===== src/rtl/vga_timing_gen.sv =====
// Raster timing generator: H/V counters with registered sync, blanking and
// active-pixel coordinate decodes aligned to the counter value they describe.
module vga_timing_gen #(
  parameter int H_SYNC  = 96,
  parameter int H_BACK  = 48,
  parameter int H_ACT   = 640,
  parameter int H_FRONT = 16,
  parameter int V_SYNC  = 2,
  parameter int V_BACK  = 33,
  parameter int V_ACT   = 480,
  parameter int V_FRONT = 10
) (
  input  logic        VGA_CLK,
  input  logic        RESET_SYS_N,
  input  logic        EN,
  output logic        VGA_HS,
  output logic        VGA_VS,
  output logic        VGA_BLANK_N,
  output logic        READ_Request,
  output logic [12:0] H_Cont,
  output logic [12:0] V_Cont,
  output logic [12:0] X_Cont,
  output logic [12:0] Y_Cont,
  output logic        FRAME_START
);

  localparam logic [12:0] H_TOTAL  = 13'(H_SYNC + H_BACK + H_ACT + H_FRONT);
  localparam logic [12:0] V_TOTAL  = 13'(V_SYNC + V_BACK + V_ACT + V_FRONT);
  localparam logic [12:0] H_START  = 13'(H_SYNC + H_BACK);
  localparam logic [12:0] V_START  = 13'(V_SYNC + V_BACK);
  localparam logic [12:0] H_END    = 13'(H_SYNC + H_BACK + H_ACT);
  localparam logic [12:0] V_END    = 13'(V_SYNC + V_BACK + V_ACT);
  localparam logic [12:0] H_SYNC_W = 13'(H_SYNC);
  localparam logic [12:0] V_SYNC_W = 13'(V_SYNC);

  logic [12:0] r_h_cont;
  logic [12:0] r_v_cont;
  logic [12:0] r_x_cont;
  logic [12:0] r_y_cont;
  logic        r_hs;
  logic        r_vs;
  logic        r_blank_n;
  logic        r_origin;

  logic [12:0] w_h_nxt;
  logic [12:0] w_v_nxt;
  logic [12:0] w_x_nxt;
  logic [12:0] w_y_nxt;
  logic        w_h_act;
  logic        w_v_act;

  // Next raster position when enabled; V advances only on the H wrap.
  always_comb begin
    w_h_nxt = r_h_cont + 13'd1;
    w_v_nxt = r_v_cont;
    if (r_h_cont == H_TOTAL - 13'd1) begin
      w_h_nxt = 13'd0;
      if (r_v_cont == V_TOTAL - 13'd1) begin
        w_v_nxt = 13'd0;
      end else begin
        w_v_nxt = r_v_cont + 13'd1;
      end
    end else begin
      w_h_nxt = r_h_cont + 13'd1;
    end
  end

  // Decode the next position so registered outputs line up with the counters.
  always_comb begin
    w_h_act = (w_h_nxt >= H_START) && (w_h_nxt < H_END);
    w_v_act = (w_v_nxt >= V_START) && (w_v_nxt < V_END);
    w_x_nxt = 13'd0;
    w_y_nxt = 13'd0;
    if (w_h_act && w_v_act) begin
      w_x_nxt = w_h_nxt - H_START;
      w_y_nxt = w_v_nxt - V_START;
    end else begin
      w_x_nxt = 13'd0;
      w_y_nxt = 13'd0;
    end
  end

  // Counter and decode registers; reset loads the decode of position (0,0).
  always_ff @(posedge VGA_CLK) begin
    if (!RESET_SYS_N) begin
      r_h_cont  <= 13'd0;
      r_v_cont  <= 13'd0;
      r_x_cont  <= 13'd0;
      r_y_cont  <= 13'd0;
      r_hs      <= 1'b0;
      r_vs      <= 1'b0;
      r_blank_n <= 1'b0;
      r_origin  <= 1'b1;
    end else if (EN) begin
      r_h_cont  <= w_h_nxt;
      r_v_cont  <= w_v_nxt;
      r_x_cont  <= w_x_nxt;
      r_y_cont  <= w_y_nxt;
      r_hs      <= (w_h_nxt >= H_SYNC_W);
      r_vs      <= (w_v_nxt >= V_SYNC_W);
      r_blank_n <= w_h_act && w_v_act;
      r_origin  <= (w_h_nxt == 13'd0) && (w_v_nxt == 13'd0);
    end
  end

  assign H_Cont       = r_h_cont;
  assign V_Cont       = r_v_cont;
  assign X_Cont       = r_x_cont;
  assign Y_Cont       = r_y_cont;
  assign VGA_HS       = r_hs;
  assign VGA_VS       = r_vs;
  assign VGA_BLANK_N  = r_blank_n;
  assign READ_Request = r_blank_n;
  // Gating with EN keeps the pulse off during stalls; gating with reset keeps it off in reset.
  assign FRAME_START  = r_origin & EN & RESET_SYS_N;

endmodule


===== config.mk =====
export PLATFORM = sky130hd
export DESIGN_NAME = vga_timing_gen
export DESIGN_NICKNAME = d
export VERILOG_FILES = /design/src/rtl/vga_timing_gen.sv
export SDC_FILE = /design/constraint.sdc
export NUM_CORES = 1
export LEC_CHECK = 0
export BUFFER_PORTS_ARGS = -buffer_cell sky130_fd_sc_hd__buf_2
export CAP_MARGIN = 20
export CORE_MARGIN = 3
export CORE_UTILIZATION = 30
export CTS_BUF_LIST = sky130_fd_sc_hd__clkbuf_2 sky130_fd_sc_hd__clkbuf_4 sky130_fd_sc_hd__clkbuf_8
export DETAILED_ROUTE_END_ITERATION = 10
export GPL_TIMING_DRIVEN = 1
export SETUP_SLACK_MARGIN = 0.02
export SLEW_MARGIN = 40
export SYNTH_ARGS = -nofsm -noshare
export SYNTH_HDL_FRONTEND = slang
export SYNTH_SLANG_ARGS = --single-unit

===== constraint.sdc =====
create_clock -name VGA_CLK -period 3.94 [get_ports VGA_CLK]
set_input_delay 0.788 -clock VGA_CLK [delete_from_list [all_inputs] [get_ports VGA_CLK]]
set_output_delay 0.788 -clock VGA_CLK [all_outputs]
set_load 0.1 [all_outputs]

# Word level (Yosys, flattened, before mapping)
# Index checks and enable logic that the tools add are counted.
# word_totals
ff_bits,56
input_bits,3
output_inout_bits,57
# classes
add_sub_neg,4
order_cmp,6
eq_ne,2
n_mux,5
bitwise,2
reduce_logical,6
# op_table
cell,n
$mux 13,5
$add 13x1->13 const B,2
$eq 13x10->1 const B,2
$logic_not 13->1,2
$lt 13x10->1 const B,2
$ge 13x2->1 const B,1
$ge 13x6->1 const B,1
$ge 13x7->1 const B,1
$ge 13x8->1 const B,1
$sub 13x6->13 const B,1
$sub 13x8->13 const B,1
$logic_and 1x1->1,4
$and 1x1->1,2

# Logic depth before layout (Yosys ltp)
# Gate-level depths: netlist of run 1.
# logic_depth
word_depth,7
mapped_depth,15

# Worst setup path after synthesis of run 1
# No wires, ideal clock.
# synth_path
kind,reg-to-reg
startpoint,register r_v_cont[9] (netlist: V_Cont[9])
endpoint,register r_x_cont[10] (netlist: X_Cont[10])
setup_time_ps,120
t_arrival_ps,3723
required_time_ps,3820
path_slack_ps,97
stages_incl_launch_ff,14
path_buffers,2
synth_period_minus_slack_ps,3843
cell_sequence,dfxtp_1 > buf_2 > or4b_4 > nor3_4 > nand2b_1 > nor2_1 > a21oi_1 > inv_1 > ha_1 > o31ai_1 > a2111oi_4 > nand3_2 > buf_2 > o21ai_1
# synth_between
elab_chain_cells,7
word_cells_on_any_way,9
# synth_rtl
item,line_no,source
start: declaration,37,logic [12:0] r_v_cont;
start signal: assignment,96,r_v_cont <= w_v_nxt;
$eq 13x10->1 *,58,if (r_v_cont == V_TOTAL - 13'd1) begin
$mux 13 *,58,
$mux 13 *,56,if (r_h_cont == H_TOTAL - 13'd1) begin
net w_v_nxt[0],46,logic [12:0] w_v_nxt;
$ge 13x6->1 / $lt 13x10->1 (equally long branches),71,w_v_act = (w_v_nxt >= V_START) && (w_v_nxt < V_END);
$logic_and 1x1->1 *,71,
$logic_and 1x1->1 *,74,if (w_h_act && w_v_act) begin
$mux 13 *,74,
end signal: assignment,97,r_x_cont <= w_x_nxt;
end: declaration,38,logic [12:0] r_x_cont;
# Mark *: on every way through the listed nets, which the timed path passes. The rest lies on a longest branch.
# A chain may end at the register's enable or synchronous reset.

# Final worst setup path of run 1
# layout_path
startpoint,register r_h_cont[1] (netlist: H_Cont[1])
endpoint,register r_x_cont[5] (netlist: X_Cont[5])
# layout_between
elab_chain_cells,6
word_cells_on_any_way,13
# layout_rtl
item,line_no,source
start: declaration,36,logic [12:0] r_h_cont;
start signal: assignment,95,r_h_cont <= w_h_nxt;
$add 13x1->13 / $eq 13x10->1 (equally long branches),"64, 56",
$mux 13,56,
$ge 13x8->1 (tied with other cells),70,w_h_act = (w_h_nxt >= H_START) && (w_h_nxt < H_END);
$logic_and 1x1->1 (on tied branches),"70, 71",
$logic_and 1x1->1,74,
$mux 13 *,74,
# Every way passes the cells marked *; elsewhere a longest branch is shown, timed or not.

==> impl_summary.log, run 1 <==
INFO  metric grt_pass1_vias = 3115
INFO  metric synth.top_cells.by_count = sky130_fd_sc_hd__dfxtp_1 (56), sky130_fd_sc_hd__nand2_1 (55), sky130_fd_sc_hd__nor2_1 (44), sky130_fd_sc_hd__xnor2_1 (30), sky130_fd_sc_hd__o21ai_1 (21)
INFO  metric vias = 3400
INFO  metric placeableCoreArea = 11520 sq um
INFO  metric setup-violations-final = 0
INFO  metric actual_transition_at_the_worst_max_transition_pin = 0.7478 ns
INFO  metric routed_wl = 10440 um
INFO  metric post-synth-top-count-cell = sky130_fd_sc_hd__dfxtp_1
INFO  metric yosys_warnings = 0
INFO  metric clock_sinks = 56
INFO  metric start_util = 0.3102
INFO  metric ys_types = 60
INFO  metric gp_routability_congestion = 0.8983
INFO  metric cts-buffers-inserted = 5
INFO  metric worst-endpoint-arrival = 3.98 ns
INFO  metric final_net_count = 514
INFO  metric buffer_ports.inserted = 59
INFO  metric synth-async-reset-ratio = 0
INFO  metric number_of_flops_mapped_to_enable_cells_by_yosys = 0
INFO  metric drive_above_1_share = 0.1972
INFO  metric first_pass_iters = 6
INFO  metric ys_seq_area_frac = 0.3138
INFO  metric post_cts_setup_repair_bufs = 0
INFO  metric floorplan.die.height = 115.1 um
INFO  metric final.setup_skew = 0.01132 ns
INFO  metric cts_max_path_bufs = 2
INFO  metric finalHoldViolations = 0
INFO  metric syn_to_final_growth = 15.55%
INFO  metric min_period_over_period = 0.9472
INFO  metric synth_area = 3572 sq um
INFO  metric timing_max_transition_violations_final = 0
INFO  metric routed_wire_length_per_instance = 16.19 um
INFO  metric synth_top_area_share = 0.3138
INFO  metric synth-main-ff-cell = sky130_fd_sc_hd__dfxtp_1
INFO  metric critPathLaunch = H_Cont[1]
INFO  metric critical_path.cell_chain = ha_1, and4_1, nand3_2, or3_1, a221o_1, o31a_1, a2111oi_4, nand3_2, o21ai_1
INFO  metric count_of_mapped_cells_out_of_synthesis = 456
INFO  metric fillers = 1209
INFO  metric power_density = 273.9 nW/um^2
INFO  metric global_route.usage.total = 0.1549
INFO  metric crit_path_max_fanout = 13
INFO  metric cp_data_required_time = 4.19 ns
INFO  metric pin_count_of_the_biggest_net_entering_global_routing = 28
INFO  metric critical_path.slowest_cell = sky130_fd_sc_hd__or3_1
INFO  metric ys_seq_elements = 56
INFO  metric synthTopCellsByArea = sky130_fd_sc_hd__dfxtp_1 (31%), sky130_fd_sc_hd__xnor2_1 (7.4%), sky130_fd_sc_hd__nand2_1 (5.8%)
INFO  metric drt-initial-drc-count = 333
INFO  metric finalCoreUtilization = 0.3584
INFO  metric place_hpwl = 7819 um
INFO  metric yosys.area.top_type = sky130_fd_sc_hd__dfxtp_1
INFO  metric max_freq = 0.2680 GHz
INFO  metric layout_min_cycle_time = 3.732 ns
INFO  metric number_of_gates_resized_after_cts = 0
INFO  metric std_cell_rows = 39
INFO  metric design.die.area = 13250 sq um
INFO  metric max_cap_violations = 0
INFO  metric grt_first_pass_wirelength = 16470 um
INFO  metric number_of_design_rule_violations_left_after_detail_routing = 0
INFO  metric floorplan.die.width = 115.1 um
INFO  metric antenna_violating_nets_post_route = 0
INFO  metric hp-class = flop to flop
INFO  metric cts_hold_buf = 0
INFO  metric antenna_violations_before_repair = 0
INFO  metric reg2reg_from = H_Cont[1]
INFO  metric post-route-cell-area = 4128 sq um
INFO  metric p_leak = 1.703 nW
INFO  metric cts_root_buffer = sky130_fd_sc_hd__clkbuf_8
INFO  metric via_per_inst = 5.271
INFO  metric syn_area_per_cell = 7.834 sq um
INFO  metric peakVddDrop = 0.0001050 V
INFO  metric top_level_ports = 60
INFO  metric clock_pin_transition_on_the_worst_setup_and_hold_timing_paths = 0.10 ns
INFO  metric critPathLaunchType = flop
INFO  metric cts.htree.levels = 2
INFO  metric slew_headroom = 0.5015
INFO  metric holdCritStartpoint = X_Cont[2]
INFO  metric worstSetupEndpointType = flop
INFO  metric startpoint_to_endpoint_class_of_the_critical_path = flop to flop
INFO  metric cts_tree = built
INFO  metric critical-path-max-stage-delay = 0.47 ns
INFO  metric antenna_cells = 0
INFO  metric clock_insertion_delay_worst_skew = 0.32 ns
INFO  metric totalPowerFinal = 1.131 mW
INFO  metric unrepaired_setup_endpoints_after_global_routing = yes
INFO  metric placedInstanceArea = 3999 sq um
INFO  metric crit_path_frequent_cell = sky130_fd_sc_hd__nand3_2
INFO  metric finalSetupTns = 0 ns
INFO  metric run_status = completed
INFO  metric synth_nets = 469
INFO  metric grt-ovfl-total = 0
[layout by cell type (no fill, tap or decap), drive strengths merged, types with 4 or more instances in the layout]
cell type / instances
o31ai: 4
clkbuf: 6
nand3: 16
dfxtp: 56
a21oi: 15
nor2: 44
nand2b: 5
and3: 7
mux2i: 8
ha: 10
nand2: 55
nand4: 16
or3: 5
buf: 74
a31oi: 4
a211oi: 4
nor4: 7
and4: 4
xor2: 19
o21ai: 31
xnor2: 30
inv: 12
nor3: 18
and2: 7
[layer usage]
metal	share of wire	track usage
met4	0.026	0.06103
met3	0.078	0.03947
met2	0.42	0.2261
met5	0	0
met1	0.47	0.2177
[sequential cells by signal (all words and copies together) (netlist names)]
signal	flops
VGA_VS	1
V_Cont	13
r_origin	1
X_Cont	13
Y_Cont	13
H_Cont	13
VGA_HS	1
READ_Request	1
[area by class of cell]
cell class                 instances  area, sq um  share of cell area
multi-input combinational        352         2263              0.5483
sequential                        56         1121              0.2716
timing repair buffer              74        407.9             0.09882
tap                              143        178.9             0.04335
clock buffer                       6        76.32             0.01849
inverter                          12        45.04             0.01091
clock inverter                     2        35.03            0.008487
[power breakdown]
part	internal [mW]	switching [mW]
clock	0.196	0.197
combinational	0.0392	0.116
sequential	0.573	0.00876
[metrics by stage]
stage	worst slack, ns	hold slack (ns)	std cells
after floorplan	0.09702	0.4408	456
after global placement	0.2799	0.4222	636
after detailed placement	0.07840	0.4261	636
after CTS	0.03014	0.4418	644
after global routing	-0.05346	0.4625	645
final	0.2081	0.4391	645
[final timing paths]
| check | end | slack (ns) | depth (start not counted) |
|---|---|---|---|
| worst max-delay path | X_Cont[5] | 0.21 | 9 |
| worst min-delay path | X_Cont[2] | 0.44 | 2 |
| worst max register to register | X_Cont[5] | 0.21 | 9 |
| worst min register to register | X_Cont[2] | 0.44 | 2 |
[kinds of logic after synthesis]
kind of cell               after synthesis  synth area share
and+or+nand+nor                        197            0.2890
adders and majority gates               10           0.03503
xor gates and xnor gates                49            0.1201
muxes                                   10           0.02872
buffers and inverters                   49           0.05744
AOI/OAI and AO/OA                       85            0.1559
DFF                                     56            0.3138
[worst max-delay path: cells and delay by family, from the launching register on]
kind | cells | cell delay, ns
simple gates | 4 | 1.58
compound gates | 4 | 1.30
flops | 1 | 0.43
fa+ha+maj | 1 | 0.33
Note: power is estimated with default switching activity, not from simulation.
==> run 2, diff against run 1 <==
--- a/config.mk
+++ b/config.mk
@@ -12,6 +12,7 @@
 export CTS_BUF_LIST = sky130_fd_sc_hd__clkbuf_2 sky130_fd_sc_hd__clkbuf_4 sky130_fd_sc_hd__clkbuf_8
 export DETAILED_ROUTE_END_ITERATION = 10
 export GPL_TIMING_DRIVEN = 1
+export PLACE_DENSITY = 0.48
 export SETUP_SLACK_MARGIN = 0.02
 export SLEW_MARGIN = 40
 export SYNTH_ARGS = -nofsm -noshare
==> impl_summary.log, run 2 (synthesis gave the netlist of run 1 again) <==
INFO  metric run_status = completed (unchanged)
INFO  metric placeableCoreArea = 11520 sq um (unchanged)
INFO  metric std_cell_rows = 39 (unchanged)
INFO  metric final_net_count = 513 (was 514)
INFO  metric fillers = 1243 (was 1209)
INFO  metric reg2reg_from = H_Cont[1] (unchanged)
INFO  metric antenna_violations_before_repair = 0 (unchanged)
INFO  metric critical_path.cell_chain = ha_1, and4_2, nand3_2, or3_1, a221o_1, o31a_1, a2111oi_4, nand3_2, buf_4, o21ai_1 (was ha_1, and4_1, nand3_2, or3_1, a221o_1, o31a_1, a2111oi_4, nand3_2, o21ai_1)
INFO  metric post_cts_setup_repair_bufs = 0 (unchanged)
INFO  metric cts.htree.levels = 2 (unchanged)
INFO  metric gp_routability_congestion = 0.8388 (was 0.8983)
INFO  metric peakVddDrop = 0.0001036 V (was 0.0001050 V)
INFO  metric crit_path_max_fanout = 11 (was 13)
INFO  metric cell_internal_pwr = 741.3 uW (was 808.5 uW)
INFO  metric detailroute.wirelength.met3 = 501 um (was 817 um)
INFO  metric grt-ovfl-total = 0 (unchanged)
INFO  metric slew_headroom = 0.5405 (was 0.5015)
INFO  metric crit_cells = 10 (was 9)
INFO  metric power_switching_share = 0.3071 (was 0.2850)
INFO  metric number_of_design_rule_violations_left_after_detail_routing = 0 (unchanged)
INFO  metric p_leak = 1.692 nW (was 1.703 nW)
INFO  metric hp-class = flop to flop (unchanged)
INFO  metric min_delay_worst_endpoint = Y_Cont[6] (was X_Cont[2])
INFO  metric routed_wl = 10300 um (was 10440 um)
INFO  metric timing.reg2reg.worst_path_depth = 10 (was 9)
INFO  metric critPathLaunchType = flop (unchanged)
INFO  metric cts-buffers-inserted = 5 (unchanged)
INFO  metric layout.cells.most_common = sky130_fd_sc_hd__buf_2 (unchanged)
INFO  metric min_delay_path_depth = 2 (unchanged)
INFO  metric worst_r2r_end = X_Cont[12] (was X_Cont[5])
INFO  metric p_sw = 328.6 uW (was 322.2 uW)
INFO  metric cts_tree = built (unchanged)
INFO  metric max_cap_violations = 0 (unchanged)
INFO  metric timing_max_transition_violations_final = 0 (unchanged)
INFO  metric timing.final.ws_setup = 0.3757 ns (was 0.2081 ns)
INFO  metric clock_sinks = 56 (unchanged)
INFO  metric cts_hold_buf = 0 (unchanged)
INFO  metric met1_length = 5224 um (was 4940 um)
INFO  metric grt_first_pass_wirelength = 16690 um (was 16470 um)
INFO  metric power.share.sequential = 0.544 (was 0.515)
INFO  metric place_inst = 636 (unchanged)
INFO  metric share_clk_of_total_power = 0.310 (was 0.348)
INFO  metric route.top_layer_used = met4 (unchanged)
INFO  metric min_period_over_period = 0.9046 (was 0.9472)
INFO  metric number_of_gates_resized_after_cts = 0 (unchanged)
INFO  metric place_hpwl = 7981 um (was 7819 um)
INFO  metric via_per_inst = 5.115 (was 5.271)
INFO  metric holdCritStartpoint = Y_Cont[6] (was X_Cont[2])
INFO  metric path_buf_inv = 1 (was 0)
INFO  metric worstSetupEndpointType = flop (unchanged)
INFO  metric cp_data_required_time = 4.20 ns (was 4.19 ns)
INFO  metric critical-path-max-stage-delay = 0.45 ns (was 0.47 ns)
INFO  metric antenna_violating_nets_post_route = 0 (unchanged)
INFO  metric finalCoreUtilization = 0.3558 (was 0.3584)
INFO  metric actual_transition_at_the_worst_max_transition_pin = 0.6840 ns (was 0.7478 ns)
INFO  metric cts_max_path_bufs = 2 (unchanged)
INFO  metric drive_above_1_share = 0.1976 (was 0.1972)
INFO  metric critical_path.slowest_cell = sky130_fd_sc_hd__or3_1 (unchanged)
INFO  metric crit_path_frequent_cell = sky130_fd_sc_hd__nand3_2 (unchanged)
INFO  metric antenna_cells = 0 (unchanged)
INFO  metric worst-endpoint-arrival = 3.83 ns (was 3.98 ns)
INFO  metric design.die.area = 13250 sq um (unchanged)
INFO  metric top_level_ports = 60 (unchanged)
INFO  metric syn_to_final_growth = 14.71% (was 15.55%)
INFO  metric start_util = 0.3102 (unchanged)
INFO  metric cts_root_buffer = sky130_fd_sc_hd__clkbuf_8 (unchanged)
INFO  metric clock_pin_transition_on_the_worst_setup_and_hold_timing_paths = 0.11 ns (was 0.10 ns)
INFO  metric routed_wire_length_per_instance = 15.99 um (was 16.19 um)
INFO  metric vias = 3294 (was 3400)
INFO  metric startpoint_to_endpoint_class_of_the_critical_path = flop to flop (unchanged)
INFO  metric finalSetupTns = 0 ns (unchanged)
INFO  metric max_freq = 0.2806 GHz (was 0.2680 GHz)
INFO  metric global_route.usage.total = 0.1569 (was 0.1549)
INFO  metric grt_pass1_vias = 3107 (was 3115)
INFO  metric unrepaired_setup_endpoints_after_global_routing = no (was yes)
INFO  metric floorplan.die.width = 115.1 um (unchanged)
INFO  metric cp_top_family = simple AND/OR/NAND/NOR gates (unchanged)
INFO  metric floorplan.die.height = 115.1 um (unchanged)
INFO  metric pwr-share-comb = 0.146 (was 0.137)
INFO  metric reg2reg_setup_slack = 0.38 ns (was 0.21 ns)
INFO  metric final_cell_count_no_fill = 644 (was 645)
INFO  metric final.setup_skew = 0.01063 ns (was 0.01132 ns)
INFO  metric place_worst_setup_slack = 0.3133 ns (was 0.07840 ns)
INFO  metric pin_count_of_the_biggest_net_entering_global_routing = 25 (was 28)
INFO  metric first_pass_iters = 4 (was 6)
INFO  metric layout_min_cycle_time = 3.564 ns (was 3.732 ns)
INFO  metric buffer_ports.inserted = 59 (unchanged)
INFO  metric power_density = 261.1 nW/um^2 (was 273.9 nW/um^2)
INFO  metric clock_insertion_delay_worst_skew = 0.32 ns (about the same)
INFO  metric setup-violations-final = 0 (unchanged)
INFO  metric wl_met2 = 4480 um (was 4409 um)
INFO  metric mostFrequentLayoutCells = sky130_fd_sc_hd__buf_2 (59), sky130_fd_sc_hd__dfxtp_1 (56), sky130_fd_sc_hd__nand2_1 (55), sky130_fd_sc_hd__nor2_1 (44), sky130_fd_sc_hd__xnor2_1 (30) (unchanged)
INFO  metric finalHoldViolations = 0 (unchanged)
INFO  metric drt-initial-drc-count = 285 (was 333)
[run 2: changes by cell type in the layout (fill, tap and decap cells not counted)]
cell                        previous run  this run
sky130_fd_sc_hd__and4_1                4         3
sky130_fd_sc_hd__clkbuf_4              1         0
sky130_fd_sc_hd__nand3_4               1         0
sky130_fd_sc_hd__nor3_2                1         0
sky130_fd_sc_hd__inv_6                 0         1
sky130_fd_sc_hd__clkinv_4              0         1
sky130_fd_sc_hd__nor3_4                1         2
sky130_fd_sc_hd__and4_2                0         1
sky130_fd_sc_hd__bufinv_16             1         0
[run 2: worst max-delay path by stage]
stage | startpoint | end | slack (ns)
3_5_place_dp | H_Cont[1] | Y_Cont[12] | 0.31
5_1_grt | H_Cont[1] | Y_Cont[7] | 0.03
6_report | H_Cont[1] | X_Cont[12] | 0.38
4_1_cts | H_Cont[1] | Y_Cont[11] | 0.29
2_1_floorplan | V_Cont[9] | X_Cont[10] | 0.1
3_3_place_gp | H_Cont[6] | X_Cont[11] | 0.45
[run 2: power by group through the flow]
| stage | clock network (mW) | registers, mW | logic [mW] |
|---|---|---|---|
| floorplan | 0 | 0.642 | 0.0707 |
| global placement | 0 | 0.595 | 0.157 |
| detailed placement | 0 | 0.595 | 0.156 |
| CTS | 0.348 | 0.583 | 0.156 |
| global route | 0.367 | 0.584 | 0.168 |
| finish | 0.332 | 0.582 | 0.156 |
[run 2: metal layers]
metal | global-route usage | vias to the layer above
met5 | 0 | -
met3 | 0.02684 | 7
met2 | 0.2450 | 86
li1 | - | 1673
met1 | 0.2274 | 1528
met4 | 0.03286 | 0
[run 2: area by class of cell]
type                            instances  area [sq um]  share of cell area
Clock inverter                          3         22.52            0.005496
Clock buffer                            5         68.82             0.01679
Multi-Input combinational cell        351          2253              0.5499
Sequential cell                        56          1121              0.2736
Timing Repair Buffer                   74         407.9             0.09954
Inverter                               12         45.04             0.01099
Tap cell                              143         178.9             0.04366
[run 2: tightest hold or removal path, cell delays in order (launching register included)]
cell	delay, ns
sky130_fd_sc_hd__dfxtp_1	0.32
sky130_fd_sc_hd__nand2_1	0.05
sky130_fd_sc_hd__nand2_1	0.04
[run 2: stage by stage]
stage | power [mW] | cell area (sq um) | hold slack (ns)
final | 1.070 | 4098 | 0.4406
after global routing | 1.120 | 4098 | 0.4754
after CTS | 1.087 | 4090 | 0.4478
after detailed placement | 0.7510 | 3999 | 0.4324
after global placement | 0.7519 | 3999 | 0.4229
after floorplan | 0.7123 | 3572 | 0.4408
